## config.mk

```make
export PLATFORM = sky130hd
export DESIGN_NAME = prog_loader
export DESIGN_NICKNAME = d
export VERILOG_FILES = /design/src/rtl/prog_loader_pkg.sv /design/src/rtl/prog_loader_counter.sv /design/src/rtl/prog_loader.sv
export SDC_FILE = /design/constraint.sdc
export NUM_CORES = 1
export LEC_CHECK = 0
export ABC_AREA = 0
export ABC_CLOCK_PERIOD_IN_PS = 2600
export BUFFER_PORTS_ARGS = -buffer_cell sky130_fd_sc_hd__buf_4
export CORE_ASPECT_RATIO = 0.6
export CORE_MARGIN = 4
export CORE_UTILIZATION = 55
export DETAILED_ROUTE_END_ITERATION = 8
export MAX_ROUTING_LAYER = met4
export PLACE_DENSITY_LB_ADDON = 0.3
export SLEW_MARGIN = 20
export SYNTH_ARGS = -nofsm -noshare
export SYNTH_HDL_FRONTEND = slang
export SYNTH_SLANG_ARGS = --single-unit
```

## constraint.sdc

```tcl
create_clock -name clk -period 2.6 [get_ports clk]
set_input_delay 0.52 -clock clk [delete_from_list [all_inputs] [get_ports clk]]
set_output_delay 0.52 -clock clk [all_outputs]
set_load 0.02 [all_outputs]
```

## src/rtl/prog_loader_pkg.sv

```systemverilog
// Shared definitions for the program loader: state encoding and the default
// memory geometry used by the processor top.
package prog_loader_pkg;

    localparam int unsigned DEFAULT_DATA_WIDTH = 16;
    localparam int unsigned DEFAULT_ADDR_WIDTH = 8;

    typedef enum logic [2:0] {
        ST_IDLE  = 3'd0,
        ST_LOAD  = 3'd1,
        ST_FILL  = 3'd2,
        ST_FLUSH = 3'd3,
        ST_DONE  = 3'd4,
        ST_ERROR = 3'd5
    } state_t;

    // States in which a new load request is honoured.
    function automatic logic accepts_start(input state_t st);
        return (st == ST_IDLE) || (st == ST_DONE) || (st == ST_ERROR);
    endfunction

endpackage

```

## src/rtl/prog_loader_counter.sv

```systemverilog
// Loadable up-counter used as the memory address pointer; it saturates at LAST
// so it can never wrap, and flags when it sits on LAST.
module prog_loader_counter #(
    parameter int unsigned WIDTH = 8,
    parameter int unsigned LAST  = 255
) (
    input  logic             clk,
    input  logic             reset,
    input  logic             load,
    input  logic [WIDTH-1:0] load_value,
    input  logic             inc,
    output logic [WIDTH-1:0] count,
    output logic             out_of_range
);

    assign out_of_range = (count == WIDTH'(LAST));

    always_ff @(posedge clk) begin
        if (reset) begin
            count <= '0;
        end else if (load) begin
            count <= load_value;
        end else if (inc && !out_of_range) begin
            count <= count + WIDTH'(1);
        end
    end

endmodule

```

## src/rtl/prog_loader.sv

```systemverilog
// Streams program words into block RAM from address 0, optionally zero-fills
// the remainder, and holds the CPU off until memory is fully programmed.
module prog_loader
    import prog_loader_pkg::*;
#(
    parameter int unsigned DATA_WIDTH = DEFAULT_DATA_WIDTH,
    parameter int unsigned ADDR_WIDTH = DEFAULT_ADDR_WIDTH,
    parameter bit          CLEAR_REST = 1'b1
) (
    input  logic                  clk,
    input  logic                  reset,
    input  logic                  start,
    input  logic                  s_valid,
    input  logic [DATA_WIDTH-1:0] s_data,
    input  logic                  s_last,
    output logic                  s_ready,
    output logic                  mem_wen,
    output logic [ADDR_WIDTH-1:0] mem_addr,
    output logic [DATA_WIDTH-1:0] mem_wdata,
    output logic                  cpu_hold,
    output logic                  done,
    output logic                  error,
    output logic [ADDR_WIDTH:0]   word_count
);

    localparam int unsigned RAM_DEPTH   = 2 ** ADDR_WIDTH;
    localparam int unsigned COUNT_WIDTH = ADDR_WIDTH + 1;

    state_t                state;
    logic [ADDR_WIDTH-1:0] ptr;
    logic                  ptr_last;
    logic                  ptr_load;
    logic                  ptr_inc;
    logic                  handshake;

    prog_loader_counter #(
        .WIDTH (ADDR_WIDTH),
        .LAST  (RAM_DEPTH - 1)
    ) u_ptr (
        .clk          (clk),
        .reset        (reset),
        .load         (ptr_load),
        .load_value   ('0),
        .inc          (ptr_inc),
        .count        (ptr),
        .out_of_range (ptr_last)
    );

    // Pointer control follows the same decisions the state register makes.
    always_comb begin
        handshake = s_valid & s_ready;
        ptr_load  = 1'b0;
        ptr_inc   = 1'b0;
        if (accepts_start(state)) begin
            ptr_load = start;
        end else if (state == ST_LOAD) begin
            ptr_inc = handshake;
        end else if (state == ST_FILL) begin
            ptr_inc = 1'b1;
        end
    end

    always_ff @(posedge clk) begin
        if (reset) begin
            state      <= ST_IDLE;
            s_ready    <= 1'b0;
            mem_wen    <= 1'b0;
            mem_addr   <= '0;
            mem_wdata  <= '0;
            cpu_hold   <= 1'b0;
            done       <= 1'b0;
            error      <= 1'b0;
            word_count <= '0;
        end else begin
            mem_wen <= 1'b0;
            case (state)
                ST_IDLE, ST_DONE, ST_ERROR: begin
                    if (start) begin
                        state      <= ST_LOAD;
                        s_ready    <= 1'b1;
                        cpu_hold   <= 1'b1;
                        done       <= 1'b0;
                        error      <= 1'b0;
                        word_count <= '0;
                    end else begin
                        s_ready  <= 1'b0;
                        cpu_hold <= 1'b0;
                        done     <= (state == ST_DONE);
                        error    <= (state == ST_ERROR);
                    end
                end
                ST_LOAD: begin
                    if (handshake) begin
                        mem_wen    <= 1'b1;
                        mem_addr   <= ptr;
                        mem_wdata  <= s_data;
                        word_count <= word_count + COUNT_WIDTH'(1);
                        if (s_last) begin
                            s_ready <= 1'b0;
                            state   <= (CLEAR_REST && !ptr_last) ? ST_FILL : ST_FLUSH;
                        end else if (ptr_last) begin
                            // Memory is full and more words are coming.
                            s_ready <= 1'b0;
                            state   <= ST_ERROR;
                        end
                    end
                end
                ST_FILL: begin
                    mem_wen   <= 1'b1;
                    mem_addr  <= ptr;
                    mem_wdata <= '0;
                    if (ptr_last) begin
                        state <= ST_FLUSH;
                    end
                end
                ST_FLUSH: begin
                    state <= ST_DONE;
                end
                default: begin
                    state <= ST_IDLE;
                end
            endcase
        end
    end

endmodule

```

==> flow_summary.yaml, run 1 <==
power_and_ir_drop:
  p_clk_share_pct: 30.7
  p_leak_nw: 1.04
  pwr-share-seq_pct: 56.2
  power_density_nw_per_um2: 523
  power.internal_mw: 1.04
  peakVddDrop_mv: 0.416
  p_comb_share_pct: 13.1
  switchingPower_uw: 368
  swShare_pct: 26.2
yosys:
  syn-cell-area_um2: 2150
  seq_area_frac_synth_pct: 45.7
  synth_area_leaders: "dfxtp_1, mux2i_1, nand2_1"
  synth_top_cell_area_share_pct: 45.7
  ys_warn_count: 0
  synthCells: 238
  ys_types: 40
  synth_edf_count: 0
  synth-seq-cells: 49
  synth_largest_area_cell: "dfxtp_1"
  synth_area_per_cell_um2: 9.03
  async_reset_ff_share_pct: 0
  synthFlopType: "dfxtp_1"
  syn_nets: 261
cts:
  cts-hold-fix-buffers: 0
  root_buffer: "clkbuf_8"
  cts_tree: "yes"
  cts_made_buffers: 5
  htree_levels: 2
  cts.sinks: 49
  clk_path_buf_depth: 2
  clkLatencyLatePin_ns: 0.30
  clkSlewWorstSetupHoldPaths_ns: 0.08
  post_cts_buffers: 0
  cts.repair.resized: 0
layout:
  final_cell_mix: "buf_4, dfxtp_1, nand2_1, mux2i_1"
  area_delta_synth_final_pct: 24.9
  fill_cells: 272
  insertedDiodeCount: 0
  multiInputGateArea_um2: 1080
  final_cell_area_um2: 2680
  ff_latch_area_um2: 981
  final_common_cell: "buf_4"
  fin_nets: 317
  drive_gt1_share_pct: 24.7
die:
  io_pins: 59
  std_cell_rows: 17
  start_util_pct: 57.7
  dieHeight_um: 56.4
  fp.dieW_um: 88.7
  die-area_um2: 5000
  fp.coreArea_um2: 3720
detailed_routing:
  drt_first_pass_iters: 4
  drc: 0
  via_per_inst: 5.62
  wire_per_inst_um: 14.2
  drt_iter0_markers: 108
  wl_um: 4860
  ant_nets: 0
  vias: 1921
placement:
  dp_slack_ns: 0.652
  placed_area_um2: 2600
  place_hpwl_um: 3530
  place_congestion: 0.851
  place.port_buffers: 58
critical_path:
  crit_arrival_ns: 2.18
  crit_path_start_kind: "flop"
  cp_data_required_time_ns: 2.84
  critPathCaptureType: "flop"
  critPathMaxFanout: 23
  worstSetupPathType: "reg -> reg"
timing:
  fmaxAchievable_mhz: 516
  drv_slew: 0
  setup_viol: 0
  tns_ns: 0
  max_slew_margin_pct: 55.5
  layout_setup_ws_ns: 0.660
  period_share_pct: 74.6
  rsz0062_at_grt: "no"
  skew_ns: 0.00809
  layout_min_cycle_time_ns: 1.94
  final_hold_viol_count: 0
  worst_pin_slew_ns: 0.664
run_status:
  status: "completed"
grt:
  grt_overflow: 0
  grt_pass1_vias: 1668
  grt_max_degree: 24
  track_usage_pct: 20.4
  antenna_found_initial: 0
  grt_pass1_wl_um: 7850
min_path:
  min_path_type: "in -> reg"
run:
  drv_cap: 0
## synth_stat cells (all sizes together), types with 2 or more instances
| cell | number |
|---|---|
| a21o | 3 |
| o31ai | 4 |
| nor4b | 3 |
| a211oi | 2 |
| nor2 | 24 |
| nand4 | 5 |
| a211o | 2 |
| dfxtp | 49 |
| o41ai | 3 |
| buf | 7 |
| a21oi | 24 |
| nand2b | 11 |
| nand2 | 32 |
| or4 | 6 |
| nor4 | 4 |
| mux2i | 24 |
| clkbuf | 6 |
| inv | 5 |
| o21ai | 4 |
| ha | 2 |
| nand3 | 3 |
## final cells by class
type	instances	area share [%]
sequential	49	36.6
tap	47	2.19
multi-input combinational	171	40.1
clock inverter	1	0.280
clock buffer	7	2.84
timing repair buffer	62	17.3
inverter	5	0.699
## power by group through the flow
| stage | registers [mW] | clock network, mW | logic, mW |
|---|---|---|---|
| 2_1_floorplan | 0.808 | 0 | 0.116 |
| 3_3_place_gp | 0.805 | 0 | 0.179 |
| 3_5_place_dp | 0.806 | 0 | 0.182 |
| 5_1_grt | 0.792 | 0.470 | 0.200 |
| 6_report | 0.789 | 0.431 | 0.183 |
| 4_1_cts | 0.788 | 0.441 | 0.183 |
## final timing paths
check	start	endpoint	slack, ns	depth (start not counted)
setup reg to reg	state[0]	u_ptr.count[4]	0.66	4
setup / recovery	state[0]	u_ptr.count[4]	0.66	4
hold / removal	s_data[1]	mem_wdata[1]	0.45	3
hold reg to reg	mem_addr[6]	mem_addr[6]	0.46	2
## stage by stage
step / hold WS, ns / utilization, % / total power, mW / cells
after floorplan: 0.462 / - / 0.924 / 238
after global placement: 0.446 / 69.8 / 0.984 / 334
after detailed placement: 0.449 / 69.8 / 0.988 / 334
after CTS: 0.445 / 72.1 / 1.41 / 342
after global routing: 0.452 / 72.1 / 1.46 / 342
final: 0.449 / 72.1 / 1.40 / 342
## cell families (layout without fill, tap and decap cells)
| logic type | Yosys count | in the layout | share of synthesized area (%) |
|---|---|---|---|
| simple gates | 97 | 97 | 23.6 |
| flops | 49 | 49 | 45.7 |
| compound gates | 48 | 48 | 14.1 |
| mux | 24 | 24 | 11.2 |
| buf+inv | 18 | 75 | 4.25 |
| fa+ha+maj | 2 | 2 | 1.16 |
## per-layer routing
layer	up-vias	share of wire, %	GRT usage, %
met1	885	50	30.4
met2	66	42	26.7
li1	964	-	-
met3	6	7.2	5.13
met4	0	1.0	5.82
met5	-	0	-
## worst max-delay path: stages, from the launching register on
cell      delay [ns]
dfxtp_1         0.54
nand4b_4        0.17
a21o_1          0.42
or4_1           0.59
a21oi_1         0.15
## flip-flops by register name, summed over array words and instances, names as in the netlist
| signal | count |
|---|---|
| done | 1 |
| u_ptr.count | 8 |
| cpu_hold | 1 |
| mem_addr | 8 |
| state | 3 |
| mem_wdata | 16 |
| s_ready | 1 |
| error | 1 |
| mem_wen | 1 |
| word_count | 9 |
Note: power is estimated with default switching activity, not from simulation.
==> run 2, diff against run 1 <==
--- a/config.mk
+++ b/config.mk
@@ -5,12 +5,12 @@
 export SDC_FILE = /design/constraint.sdc
 export NUM_CORES = 1
 export LEC_CHECK = 0
-export ABC_AREA = 0
-export ABC_CLOCK_PERIOD_IN_PS = 2600
+export ABC_AREA = 1
+export ABC_CLOCK_PERIOD_IN_PS = 1900
 export BUFFER_PORTS_ARGS = -buffer_cell sky130_fd_sc_hd__buf_4
 export CORE_ASPECT_RATIO = 0.6
 export CORE_MARGIN = 4
-export CORE_UTILIZATION = 55
+export CORE_UTILIZATION = 52
 export DETAILED_ROUTE_END_ITERATION = 8
 export MAX_ROUTING_LAYER = met4
 export PLACE_DENSITY_LB_ADDON = 0.3
==> constraint.sdc (replaced) <==
create_clock -name clk -period 1.9 [get_ports clk]
set_input_delay 0.38 -clock clk [delete_from_list [all_inputs] [get_ports clk]]
set_output_delay 0.38 -clock clk [all_outputs]
set_load 0.02 [all_outputs]
==> flow_summary.yaml, run 2 <==
grt:
  grt_pass1_vias: 1860
  grt_pass1_wl_um: 8850
  grt_max_degree: 19
  track_usage_pct: 21.5
  grt_overflow: 0
  antenna_found_initial: 0
detailed_routing:
  via_per_inst: 5.07
  wl_um: 5600
  ant_nets: 0
  drt_iter0_markers: 162
  vias: 2149
  drc: 0
  drt_first_pass_iters: 7
  wire_per_inst_um: 13.2
die:
  dieHeight_um: 58.2
  fp.dieW_um: 91.7
  io_pins: 59
  fp.coreArea_um2: 3850
  std_cell_rows: 17
  die-area_um2: 5340
  start_util_pct: 56.8
run_status:
  status: "completed"
power_and_ir_drop:
  pwr-share-seq_pct: 40.6
  p_comb_share_pct: 34.5
  switchingPower_mw: 1.16
  swShare_pct: 37.1
  power.internal_mw: 1.97
  peakVddDrop_mv: 0.954
  power_density_nw_per_um2: 1120
  p_leak_nw: 1.25
  p_clk_share_pct: 24.9
critical_path:
  critPathCaptureType: "flop"
  crit_slowest_cell: "dfxtp_1"
  worstSetupPathType: "reg -> reg"
  max_stage_delay_ns: 0.36
  critPathMaxFanout: 7
  cpMostUsedCell: "nand2_1"
  cp_data_required_time_ns: 2.11
  cp_cell_sequence: "ha_1, inv_1, nor2_2, nand2_2, nand2_1, nand2_1, nor2_2, nand2_1, nand2_1, nor2_1"
  crit_path_start_kind: "flop"
  crit_arrival_ns: 1.87
cts:
  htree_levels: 2
  clkLatencyLatePin_ns: 0.31
  cts_made_buffers: 5
  root_buffer: "clkbuf_8"
  clkSlewWorstSetupHoldPaths_ns: 0.09
  cts.sinks: 49
  cts_tree: "yes"
  clk_path_buf_depth: 2
placement:
  dp_slack_ns: 0.212
  place_hpwl_um: 4210
  place.port_buffers: 58
  place_congestion: 0.957
  placedCellCount: 416
yosys:
  yosysMostFrequentCell: "nor2_1"
  synthCells: 305
  ys_warn_count: 0
  synth_edf_count: 0
  synth_top_cell_area_share_pct: 44.9
  synth-seq-cells: 49
  synth_area_per_cell_um2: 7.17
  synth_largest_area_cell: "dfxtp_1"
  synthFlopType: "dfxtp_1"
  async_reset_ff_share_pct: 0
  yosys-top-cells-count: "nor2_1, nand2_1, dfxtp_1"
  synth_area_leaders: "dfxtp_1, nor2_1, nand2_1"
  seq_area_frac_synth_pct: 44.9
  syn-cell-area_um2: 2190
  syn_nets: 328
  ys_types: 23
timing:
  layout_setup_ws_ns: 0.235
  period_share_pct: 87.6
  setup_viol: 0
  fmaxAchievable_mhz: 601
  tns_ns: 0
  skew_ns: 0.00880
  max_slew_margin_pct: 78.9
  final_hold_viol_count: 0
  rsz0062_at_grt: "no"
  worst_pin_slew_ns: 0.316
  drv_slew: 0
  layout_min_cycle_time_ns: 1.66
run:
  drv_cap: 0
layout:
  top_register: "mem_wdata"
  fin_nets: 389
  final_cells: 424
  insertedDiodeCount: 0
  fill_cells: 302
  area_delta_synth_final_pct: 27.7
  final_cell_mix: "nor2_1, buf_4, nand2_1, dfxtp_1, inv_1"
  largest_reg_flops: 16
  drive_gt1_share_pct: 23.2
  final_common_cell: "nor2_1"
  reg.largest.list: "mem_wdata (16), word_count (9)"
min_path:
  min_path_type: "in -> reg"
## run 2: changes by cell type in the layout (fill, tap and decap cells not counted), sizes merged, moves of 6 or more
cell,previous run,this run
nor2,24,68
nand2,32,62
o21ai,4,32
inv,5,32
mux2i,24,0
nand3,3,15
nand2b,11,0
or4,6,0
## run 2: through the flow
stage | instance area, um2 | utilization [%] | hold slack, ns | total power, mW
after global routing | 2790 | 72.6 | 0.327 | 3.31
after detailed placement | 2680 | 69.5 | 0.471 | 2.35
after floorplan | 2190 | - | 0.455 | 2.00
final | 2790 | 72.6 | 0.311 | 3.13
after CTS | 2790 | 72.5 | 0.310 | 3.11
after global placement | 2680 | 69.5 | 0.455 | 2.33
## run 2: cell families after synthesis
| logic type | share of synthesized area, % |
|---|---|
| buffers and inverters | 7.04 |
| XOR/XNOR | 1.60 |
| AND/OR/NAND/NOR | 31.2 |
| flip-flops | 44.9 |
| AO/OA/AOI/OAI | 14.2 |
| adder cells (fa/ha/maj) | 1.14 |
## run 2: cell type report
type	instances	area [um2]	area share, %
flip-flops and latches	49	981	35.1
clock buffers	7	86.3	3.09
clock inverters	1	30.0	1.07
multi-input cells	218	1050	37.8
repair buffers	60	450	16.1
inverters	32	120	4.30
well taps	57	71.3	2.55
## run 2: path summary, 6_finish.rpt
kind	from	to	slack [ns]	cells past startpoint
max	u_ptr.count[1]	state[0]	0.24	10
min	s_data[3]	mem_wdata[3]	0.31	3
max reg2reg	u_ptr.count[1]	state[0]	0.24	10
min reg2reg	u_ptr.count[6]	u_ptr.count[6]	0.49	2
## run 2: routing by layer
| metal | vias up | GRT usage [%] | part of all wire, % |
|---|---|---|---|
| met5 | - | - | 0 |
| met4 | 0 | 6.34 | 0.86 |
| met3 | 7 | 5.84 | 9.8 |
| met2 | 101 | 30.7 | 42 |
| met1 | 948 | 29.8 | 47 |
| li1 | 1093 | - | - |
## run 2: critical path: cells and delay by family, from the launching register on
| kind | cells | cell delay, ns |
|---|---|---|
| flip-flops | 1 | 0.36 |
| buffers and inverters | 1 | 0.09 |
| adder cells (fa/ha/maj) | 1 | 0.20 |
| AND/OR/NAND/NOR | 8 | 0.91 |
## run 2: repair_timing
action / CTS / global route
setup buffers: 0 / 0
hold buffers: 0 / 0
endpoints found under the setup margin: 0 / 1
gates resized for setup: 0 / 1
## run 2: power by group through the flow
stage,Combinational [mW],Sequential (mW),Clock [mW]
after floorplan,0.596,1.41,0
after global placement,1.05,1.28,0
after detailed placement,1.06,1.29,0
after CTS,1.07,1.27,0.773
after global routing,1.19,1.29,0.828
final,1.08,1.27,0.777
==> run 3, diff against run 2 <==
--- a/config.mk
+++ b/config.mk
@@ -13,7 +13,7 @@
 export CORE_UTILIZATION = 52
 export DETAILED_ROUTE_END_ITERATION = 8
 export MAX_ROUTING_LAYER = met4
-export PLACE_DENSITY_LB_ADDON = 0.3
+export PLACE_DENSITY = 0.78
 export SLEW_MARGIN = 20
 export SYNTH_ARGS = -nofsm -noshare
 export SYNTH_HDL_FRONTEND = slang
==> flow_summary.yaml, run 3 (synthesized netlist as in run 2, its figures left out) <==
run_status:
  status: "completed"
layout:
  area_delta_synth_final_pct: 27.1
  fill_cells: 324
  largest_reg_flops: 16
  drive_gt1_share_pct: 23.0
  fin_nets: 389
  final_core_util_pct: 72.2
  final_common_cell: "nor2_1"
  multiInputGateArea_um2: 1050
  top_register: "mem_wdata"
  final_cell_mix: "nor2_1, buf_4, nand2_1, dfxtp_1, inv_1"
  reg.largest.list: "mem_wdata (16), word_count (9)"
  ff_latch_area_um2: 981
  insertedDiodeCount: 0
  final_cell_area_um2: 2780
power_and_ir_drop:
  power_mw: 3.06
  p_leak_nw: 1.24
  peakVddDrop_mv: 0.634
  power_density_nw_per_um2: 1100
detailed_routing:
  drt_first_pass_iters: 5
  wl_um: 5450
  vias: 2107
  via_per_inst: 4.98
  ant_nets: 0
  wire_per_inst_um: 12.9
  drc: 0
  drt_iter0_markers: 147
placement:
  place.port_buffers: 58
  placed_area_um2: 2680
  place_hpwl_um: 4150
  place_congestion: 0.934
cts:
  clk_path_buf_depth: 2
  root_buffer: "clkbuf_8"
  htree_levels: 2
  cts.repair.resized: 0
  clkSlewWorstSetupHoldPaths_ns: 0.08
  cts-hold-fix-buffers: 0
  post_cts_buffers: 0
  cts_tree: "yes"
  cts.sinks: 49
  clkLatencyLatePin_ns: 0.29
  cts_made_buffers: 5
critical_path:
  cpMostUsedCell: "nand2_1"
  critPathMaxFanout: 7
  crit_path_start_kind: "flop"
  crit_slowest_cell: "dfxtp_1"
  cp_data_required_time_ns: 2.09
  crit_arrival_ns: 1.91
  worstSetupPathType: "reg -> reg"
  cp_cell_sequence: "ha_1, inv_1, nor2_1, nand2_2, nand2_1, nand2_1, nor2_2, nand2_1, nand2_1, nor2_1"
  ff2ff_setup_slack_ns: 0.19
  path_delay_family: "simple AND/OR/NAND/NOR gates"
  critPathBufInv: 1
  critPathCaptureType: "flop"
  max_stage_delay_ns: 0.37
timing:
  period_share_pct: 90.1
  drv_slew: 0
  rsz0062_at_grt: "no"
  skew_ns: 0.00723
  worst_pin_slew_ns: 0.320
  fmaxAchievable_mhz: 584
  setup_viol: 0
  final_hold_viol_count: 0
  max_slew_margin_pct: 78.6
  tns_ns: 0
  layout_min_cycle_time_ns: 1.71
  whs_ns: 0.326
grt:
  track_usage_pct: 21.7
  grt_pass1_wl_um: 9100
  antenna_found_initial: 0
  grt_max_degree: 19
  grt_overflow: 0
  grt_pass1_vias: 1916
die:
  io_pins: 59
  fp.dieW_um: 91.7
  dieHeight_um: 58.2
  die-area_um2: 5340
  fp.coreArea_um2: 3850
  start_util_pct: 56.8
  std_cell_rows: 17
min_path:
  min_path_type: "in -> reg"
run:
  drv_cap: 0
==> run 3: changes by cell type in the layout (fill, tap and decap cells not counted) <==
cell	before	now
clkbuf_1	1	0
clkbuf_8	6	5
clkinv_2	0	1
nor2_1	61	62
nor2_2	3	2
==> run 3: worst min-delay path: stages <==
cell	delay, ns
buf_4	0.08
o21ai_1	0.05
nor2_1	0.07
==> run 3: metal layers <==
metal	GRT usage (%)	wire, um	vias to the layer above
met1	30.9	2690	921
met2	30.8	2280	82
met3	5.45	448	5
li1	-	-	1099
met4	4.86	38	0
met5	-	0	-
==> run 3: report_power, final <==
group          leakage, nW  internal (mW)  total [mW]  switching (mW)
registers            0.397           1.17        1.26          0.0966
clock network       0.0540          0.383       0.703           0.320
logic                0.794          0.371        1.09           0.719
total                 1.24           1.92        3.06            1.14
==> run 3: final timing paths <==
check / startpoint / end / cells past startpoint
worst max-delay path: u_ptr.count[1] / state[2] / 10
worst min-delay path: s_data[14] / mem_wdata[14] / 3
worst max register to register: u_ptr.count[1] / state[2] / 10
worst min register to register: done / done / 2
==> run 3: cell type report <==
| cell class | count | share of cell area [%] |
|---|---|---|
| clock buffer | 5 | 2.48 |
| clock inverter | 2 | 1.26 |
| inverter | 32 | 4.32 |
| multi-input combinational | 218 | 37.9 |
| sequential | 49 | 35.3 |
| tap | 57 | 2.57 |
| timing repair buffer | 60 | 16.2 |
==> run 3: through the flow <==
step                worst slack, ns  cells
floorplan                     0.440    305
global placement              0.331    416
detailed placement            0.244    416
CTS                           0.219    423
global route                 0.0361    423
finish                        0.188    423
